## config.mk

```make
export PLATFORM = sky130hd
export DESIGN_NAME = spi_master_mem
export DESIGN_NICKNAME = d
export VERILOG_FILES = /design/src/rtl/spi_mem_pkg.sv /design/src/rtl/spi_master_mem_sclk_tick.sv /design/src/rtl/spi_master_mem.sv
export SDC_FILE = /design/constraint.sdc
export NUM_CORES = 1
export LEC_CHECK = 0
export BUFFER_PORTS_ARGS = -buffer_cell sky130_fd_sc_hd__buf_2
export CORE_MARGIN = 4
export CORE_UTILIZATION = 30
export CTS_CLUSTER_DIAMETER = 30
export DETAILED_ROUTE_END_ITERATION = 12
export PLACE_DENSITY = 0.45
export SYNTH_ARGS = -nofsm -noshare
export SYNTH_HDL_FRONTEND = slang
export SYNTH_HIERARCHICAL = 1
export SYNTH_SLANG_ARGS = --single-unit
```

## constraint.sdc

```tcl
create_clock -name clk -period 2.7 [get_ports clk]
set_input_delay 0.135 -clock clk [delete_from_list [all_inputs] [get_ports clk]]
set_output_delay 0.135 -clock clk [all_outputs]
set_load 0.1 [all_outputs]
```

## src/rtl/spi_mem_pkg.sv

```systemverilog
`default_nettype none
// ============================================================================
// Module   : spi_mem_pkg
// Purpose  : Shared types and defaults for the SPI memory master. It holds the
//            default field widths, the frame layout and the master FSM state
//            encoding.
// Ports    : none (package)
// Revision : 1.0 - initial release
// ============================================================================
package spi_mem_pkg;

  localparam int DEF_ADDR_W = 7;
  localparam int DEF_DATA_W = 8;
  localparam int FRAME_BITS = 1 + DEF_ADDR_W + DEF_DATA_W;

  // The frame is shifted out MSB first, so the fields leave in this order:
  // rw, addr, data.
  typedef struct packed {
    logic                  rw;
    logic [DEF_ADDR_W-1:0] addr;
    logic [DEF_DATA_W-1:0] data;
  } spi_frame_t;

  typedef enum logic [2:0] {
    IDLE = 3'd0,
    LOW  = 3'd1,
    HIGH = 3'd2,
    HOLD = 3'd3,
    GAP  = 3'd4
  } spi_m_state_t;

endpackage
`default_nettype wire

```

## src/rtl/spi_master_mem_sclk_tick.sv

```systemverilog
`default_nettype none
// ============================================================================
// Module   : spi_sclk_tick
// Purpose  : Half-period timer for the SPI master. It counts CLK_DIV cycles
//            and raises tick in the last one. A load restarts the count.
//            With extend set, the load adds one extra cycle to the period.
// Ports    : clk, rst   - system clock, synchronous active-high reset
//            load       - restart the period (used on every state change)
//            extend     - with load: next period lasts CLK_DIV+1 cycles
//            tick       - high in the final cycle of the current period
// Revision : 1.0 - initial release
// ============================================================================
module spi_sclk_tick #(
  parameter int CLK_DIV = 5
) (
  input  logic clk,
  input  logic rst,
  input  logic load,
  input  logic extend,
  output logic tick
);

  localparam int CNT_W = $clog2(CLK_DIV + 1);
  localparam logic [CNT_W-1:0] RELOAD     = CNT_W'(CLK_DIV - 1);
  localparam logic [CNT_W-1:0] RELOAD_EXT = CNT_W'(CLK_DIV);

  logic [CNT_W-1:0] cnt;

  always_ff @(posedge clk) begin
    if (rst) begin
      cnt <= RELOAD;
    end else if (load) begin
      cnt <= extend ? RELOAD_EXT : RELOAD;
    end else if (cnt == '0) begin
      cnt <= RELOAD;
    end else begin
      cnt <= cnt - CNT_W'(1);
    end
  end

  assign tick = (cnt == '0);

endmodule
`default_nettype wire

```

## src/rtl/spi_master_mem.sv

```systemverilog
`default_nettype none
// ============================================================================
// Module   : spi_master_mem
// Purpose  : SPI mode-0 master, MSB first. It turns one parallel read or
//            write request into a single {rw, addr, data} frame on the
//            cs/sclk/mosi pins. During reads it captures miso.
// Ports    : clk, rst              - system clock, synchronous active-high reset
//            start, rw, addr, wdata - request (accepted only while idle)
//            busy                  - high from accept to the end of the gap
//            done                  - one-cycle pulse when cs returns high
//            rdata                 - last read result, held until next read
//            cs, sclk, mosi, miso  - SPI pins (cs active low, sclk idles low)
// Revision : 1.0 - initial release
// ============================================================================
module spi_master_mem
  import spi_mem_pkg::*;
#(
  parameter int CLK_DIV = 5,
  parameter int ADDR_W  = DEF_ADDR_W,
  parameter int DATA_W  = DEF_DATA_W
) (
  input  logic              clk,
  input  logic              rst,
  input  logic              start,
  input  logic              rw,
  input  logic [ADDR_W-1:0] addr,
  input  logic [DATA_W-1:0] wdata,
  output logic              busy,
  output logic              done,
  output logic [DATA_W-1:0] rdata,
  output logic              cs,
  output logic              sclk,
  output logic              mosi,
  input  logic              miso
);

  localparam int FRAME_W = 1 + ADDR_W + DATA_W;
  localparam int BIT_W   = $clog2(FRAME_W + 1);

  spi_m_state_t state, state_next;

  logic [FRAME_W-1:0] frame_in;
  // Holds the bits that still have to go out after the one on mosi now.
  logic [FRAME_W-2:0] shift;
  logic [DATA_W-1:0]  rx;
  logic [BIT_W-1:0]   bit_cnt;   // bits remaining after the current one
  logic               rw_q;
  logic               tick;
  logic               cnt_load;
  logic               cnt_extend;

  assign frame_in = {rw, addr, rw ? wdata : {DATA_W{1'b0}}};

  spi_sclk_tick #(
    .CLK_DIV (CLK_DIV)
  ) u_tick (
    .clk    (clk),
    .rst    (rst),
    .load   (cnt_load),
    .extend (cnt_extend),
    .tick   (tick)
  );

  always_ff @(posedge clk) begin
    if (rst) begin
      state <= IDLE;
    end else begin
      state <= state_next;
    end
  end

  always_comb begin
    state_next = state;
    unique case (state)
      IDLE:    if (start) state_next = LOW;
      LOW:     if (tick)  state_next = HIGH;
      HIGH:    if (tick)  state_next = (bit_cnt == '0) ? HOLD : LOW;
      HOLD:    if (tick)  state_next = GAP;
      GAP:     if (tick)  state_next = IDLE;
      default: state_next = IDLE;
    endcase
    // The counter is held loaded while idle. This way the first LOW phase
    // gets a full half-period. The gap gets one extra cycle, so busy drops
    // one cycle after the last cs-high period of CLK_DIV cycles has ended.
    cnt_load   = (state_next != state) || (state == IDLE);
    cnt_extend = (state_next == GAP);
  end

  always_ff @(posedge clk) begin
    if (rst) begin
      cs      <= 1'b1;
      sclk    <= 1'b0;
      mosi    <= 1'b0;
      busy    <= 1'b0;
      done    <= 1'b0;
      rdata   <= '0;
      shift   <= '0;
      rx      <= '0;
      bit_cnt <= '0;
      rw_q    <= 1'b0;
    end else begin
      done <= 1'b0;
      unique case (state)
        IDLE: begin
          if (start) begin
            shift   <= frame_in[FRAME_W-2:0];
            mosi    <= frame_in[FRAME_W-1];
            rw_q    <= rw;
            bit_cnt <= BIT_W'(FRAME_W - 1);
            cs      <= 1'b0;
            busy    <= 1'b1;
          end
        end
        LOW: begin
          if (tick) begin
            sclk <= 1'b1;
            // Mode 0: the slave's bit is sampled at the same edge as sclk rises.
            rx   <= {rx[DATA_W-2:0], miso};
          end
        end
        HIGH: begin
          if (tick) begin
            sclk <= 1'b0;
            if (bit_cnt != '0) begin
              bit_cnt <= bit_cnt - BIT_W'(1);
              mosi    <= shift[FRAME_W-2];
              shift   <= {shift[FRAME_W-3:0], 1'b0};
            end
          end
        end
        HOLD: begin
          if (tick) begin
            cs   <= 1'b1;
            mosi <= 1'b0;
            done <= 1'b1;
            if (!rw_q) begin
              rdata <= rx;
            end
          end
        end
        GAP: begin
          if (tick) begin
            busy <= 1'b0;
          end
        end
        default: begin
          cs   <= 1'b1;
          sclk <= 1'b0;
          mosi <= 1'b0;
          busy <= 1'b0;
        end
      endcase
    end
  end

endmodule
`default_nettype wire
```

==> impl_summary.log <==
[metrics] setup tns final: 0 ns
[metrics] area leader, netlist: sky130_fd_sc_hd__dfxtp_1
[metrics] # nets final: 290
[metrics] floorplan die height: 92.2 microns
[metrics] power density over cell area: 641 mW/mm^2
[metrics] count of input and output buffers: 32
[metrics] number of max-cap violations: 0
[metrics] final setup violation count: 0
[metrics] R2R Setup Slk: 0.54 ns
[metrics] area delta synth->final: 16.3%
[metrics] outcome: completed
[metrics] total core area: 0.00683 sq mm
[metrics] via count of the first global-routing pass: 1,612
[metrics] category of the worst setup path capture point: register
[metrics] DIE WIDTH: 92.2 microns
[metrics] Antenna Violating Nets Remaining: 0
[metrics] arrival time reported for the critical path endpoint: 2.32 ns
[metrics] GRT Residual Overflow: 0
[metrics] Synth top area share: 0.452
[metrics] count of final max-slew check failures: 0
[metrics] number of primary I/O pins: 33
[metrics] GRT Total Usage: 0.109
[metrics] antenna violations before repair: 0
[metrics] reg2reg start: u_tick/cnt[0]
[metrics] routability-driven placement congestion ratio: 0.670
[metrics] part of the cycle the worst path needs: 0.798
[metrics] RSZ-0062 raised after global routing: no
[metrics] pin count of the biggest net entering global routing: 39
[metrics] TritonCTS clock tree: done
[metrics] Fin Clk Skew: 0.00547 ns
[metrics] sink count of the clock tree: 48
[metrics] worst min-delay path category: in -> reg
[metrics] post-CTS sizing: 0
[metrics] worst r2r path cells: 7
[metrics] Reg2Reg Capture Point: rdata[3]
[metrics] IR drop worst, VDD: 0.000268 V
[metrics] die footprint: 0.00850 sq mm
[metrics] Distinct cells, synth: 39
[metrics] Ys Warns: 6
[metrics] drc violations: 0
[metrics] worst-case headroom to the max-slew limit: 0.524
[metrics] instance count along the most critical hold path: 3
[metrics] count of inserted antenna diode cells: 0
[metrics] count of state elements after synthesis: 48
[metrics] clock period minus worst slack: 2.16 ns
[metrics] end of the worst hold path: rx[0]
[metrics] hold slack final: 0.0680 ns
[metrics] post-CTS setup-driven buffer insertion count: 0
[metrics] half-perimeter wire length after detailed placement: 3020 microns
[metrics] most common cell after layout, fill and taps aside: sky130_fd_sc_hd__dfxtp_1
[metrics] beginning of the worst hold path: miso
[metrics] gate count after technology mapping: 240
[metrics] critical path required time: 2.86 ns
[metrics] static leakage: 0.939 nW
[metrics] Via-to-Cell Ratio: 4.68
[metrics] total number of vias: 1,699
[metrics] Syn Nets: 264
[metrics] Fin. Hold Viols: 0
[metrics] post-route total power: 1.58 mW
[metrics] worst-skew pair later-pin latency: 0.30 ns
[metrics] Worst Slack Setup Final: 0.545 ns
[metrics] global-route wire length before repair: 7550 microns
[metrics] most area-consuming cells after synthesis: sky130_fd_sc_hd__dfxtp_1, sky130_fd_sc_hd__mux2i_1, sky130_fd_sc_hd__nor2_1
[metrics] average wire length per cell after detail routing: 12.2 microns
[metrics] share of cells above drive strength 1: 0.202
[metrics] mean cell area of the mapped netlist: 8.86 sq um
[metrics] share of the yosys chip area belonging to registers: 0.452
[metrics] clock buffers created by TritonCTS: 5
[metrics] dpl ws: 0.536 ns
[metrics] number of DRC markers after the initial detailed-route iteration: 71
[metrics] actual slew at the worst max-slew pin: 0.713 ns
[metrics] largest fanout on the critical path: 16
[metrics] row count: 30
[metrics] H-tree levels: 2
[metrics] number of iterations in the first detailed-routing pass: 4
[metrics] class of the most critical setup path: reg -> reg
[metrics] root buf cell: sky130_fd_sc_hd__clkbuf_8
[metrics] Mapped Area: 0.00213 sq mm
[metrics] initial core utilization: 0.311
[metrics] Max Clock Freq: 0.464 GHz
[metrics] highest-count cells in the layout ignoring fill and taps: sky130_fd_sc_hd__dfxtp_1, sky130_fd_sc_hd__nor2_1, sky130_fd_sc_hd__buf_2
[metrics] number of fill cells: 756
[metrics] Detailed Route WL: 4440 microns
[metrics] clock transition time at the flip-flop clock pins of the worst setup and hold paths: 0.09 ns
[metrics] CP Launch Type: register
[metrics] number of buffers on the longest clock path: 2
[metrics] cts-stage hold buffer count: 0
[how the worst max path moves through the flow]
stage	startpoint	end	slack (ns)	cells after the start
floorplan	u_tick/cnt[0]	rdata[2]	0.79	8
global placement	u_tick/cnt[0]	rdata[2]	0.59	7
detailed placement	u_tick/cnt[0]	rdata[1]	0.54	7
CTS	u_tick/cnt[0]	rdata[3]	0.52	7
global route	u_tick/cnt[0]	rdata[4]	0.34	7
finish	u_tick/cnt[0]	rdata[3]	0.54	7
[cells in the mapped netlist (all sizes together)]
master and count:
dfxtp 48, nor2 39, nand2 31, mux2i 17
a311oi 16, nand3 12, clkbuf 11, a21oi 9
inv 8, buf 7, ha 4, nor3 4
o21ai 4, a211oi 2, and2 2, nand2b 2
nor2b 2, o211ai 2, or3 2, or4b 2
xor2 2, a221oi 1, a31oi 1, and3 1
and3b 1, and4bb 1, mux2 1, nand4b 1
nand4bb 1, nor4 1, nor4b 1, nor4bb 1
o22ai 1, o32a 1, xnor2 1
[state kept, by name, summed over array words and instances (netlist names), 3 cells and up]
name / count
shift: 15
rdata: 8
rx: 8
bit_cnt: 5
state: 3
u_tick/cnt: 3
[critical path: stages (launching register included)]
cell	delay (ns)
sky130_fd_sc_hd__dfxtp_1	0.31
sky130_fd_sc_hd__inv_1	0.05
sky130_fd_sc_hd__ha_1	0.14
sky130_fd_sc_hd__ha_1	0.43
sky130_fd_sc_hd__nand4b_1	0.28
sky130_fd_sc_hd__nor2_2	0.50
sky130_fd_sc_hd__mux2i_1	0.25
sky130_fd_sc_hd__nor2_1	0.05
[final cells by class]
class                      instances  area, sq um  share of cell area
multi-input combinational        166         1050               0.426
sequential                        48          961               0.388
timing repair buffer              37          198              0.0799
tap                               96          120              0.0486
clock buffer                       5         68.8              0.0278
clock inverter                     3         42.5              0.0172
inverter                           8         30.0              0.0121
[kinds of logic (layout without fill, tap and decap cells)]
| family | count (synthesis) | in the layout | synth area share |
|---|---|---|---|
| xor gates and xnor gates | 3 | 3 | 0.0124 |
| buffers and inverters | 26 | 53 | 0.0559 |
| adders and majority gates | 4 | 4 | 0.0235 |
| AOI/OAI and AO/OA | 37 | 37 | 0.142 |
| and+or+nand+nor | 104 | 104 | 0.229 |
| muxes | 18 | 18 | 0.0853 |
| DFF | 48 | 48 | 0.452 |
[metal layers]
metal  part of all wire  GRT usage
met1               0.51      0.147
met2               0.45      0.165
met3              0.031     0.0279
met4             0.0086     0.0408
met5                  0          0
[where the power goes]
part | switching, mW | internal (mW) | total [mW]
clock network | 0.244 | 0.274 | 0.518
logic | 0.178 | 0.100 | 0.278
registers | 0.0329 | 0.755 | 0.788
[through the flow]
stage               instance area [sq um]  instances  utilization
detailed placement                   2360        355        0.346
finish                               2470        363        0.362
global placement                     2360        355        0.346
global route                         2470        363        0.362
CTS                                  2470        363        0.362
floorplan                            2130        240            -
No activity file was read; power rests on OpenSTA's default activity.
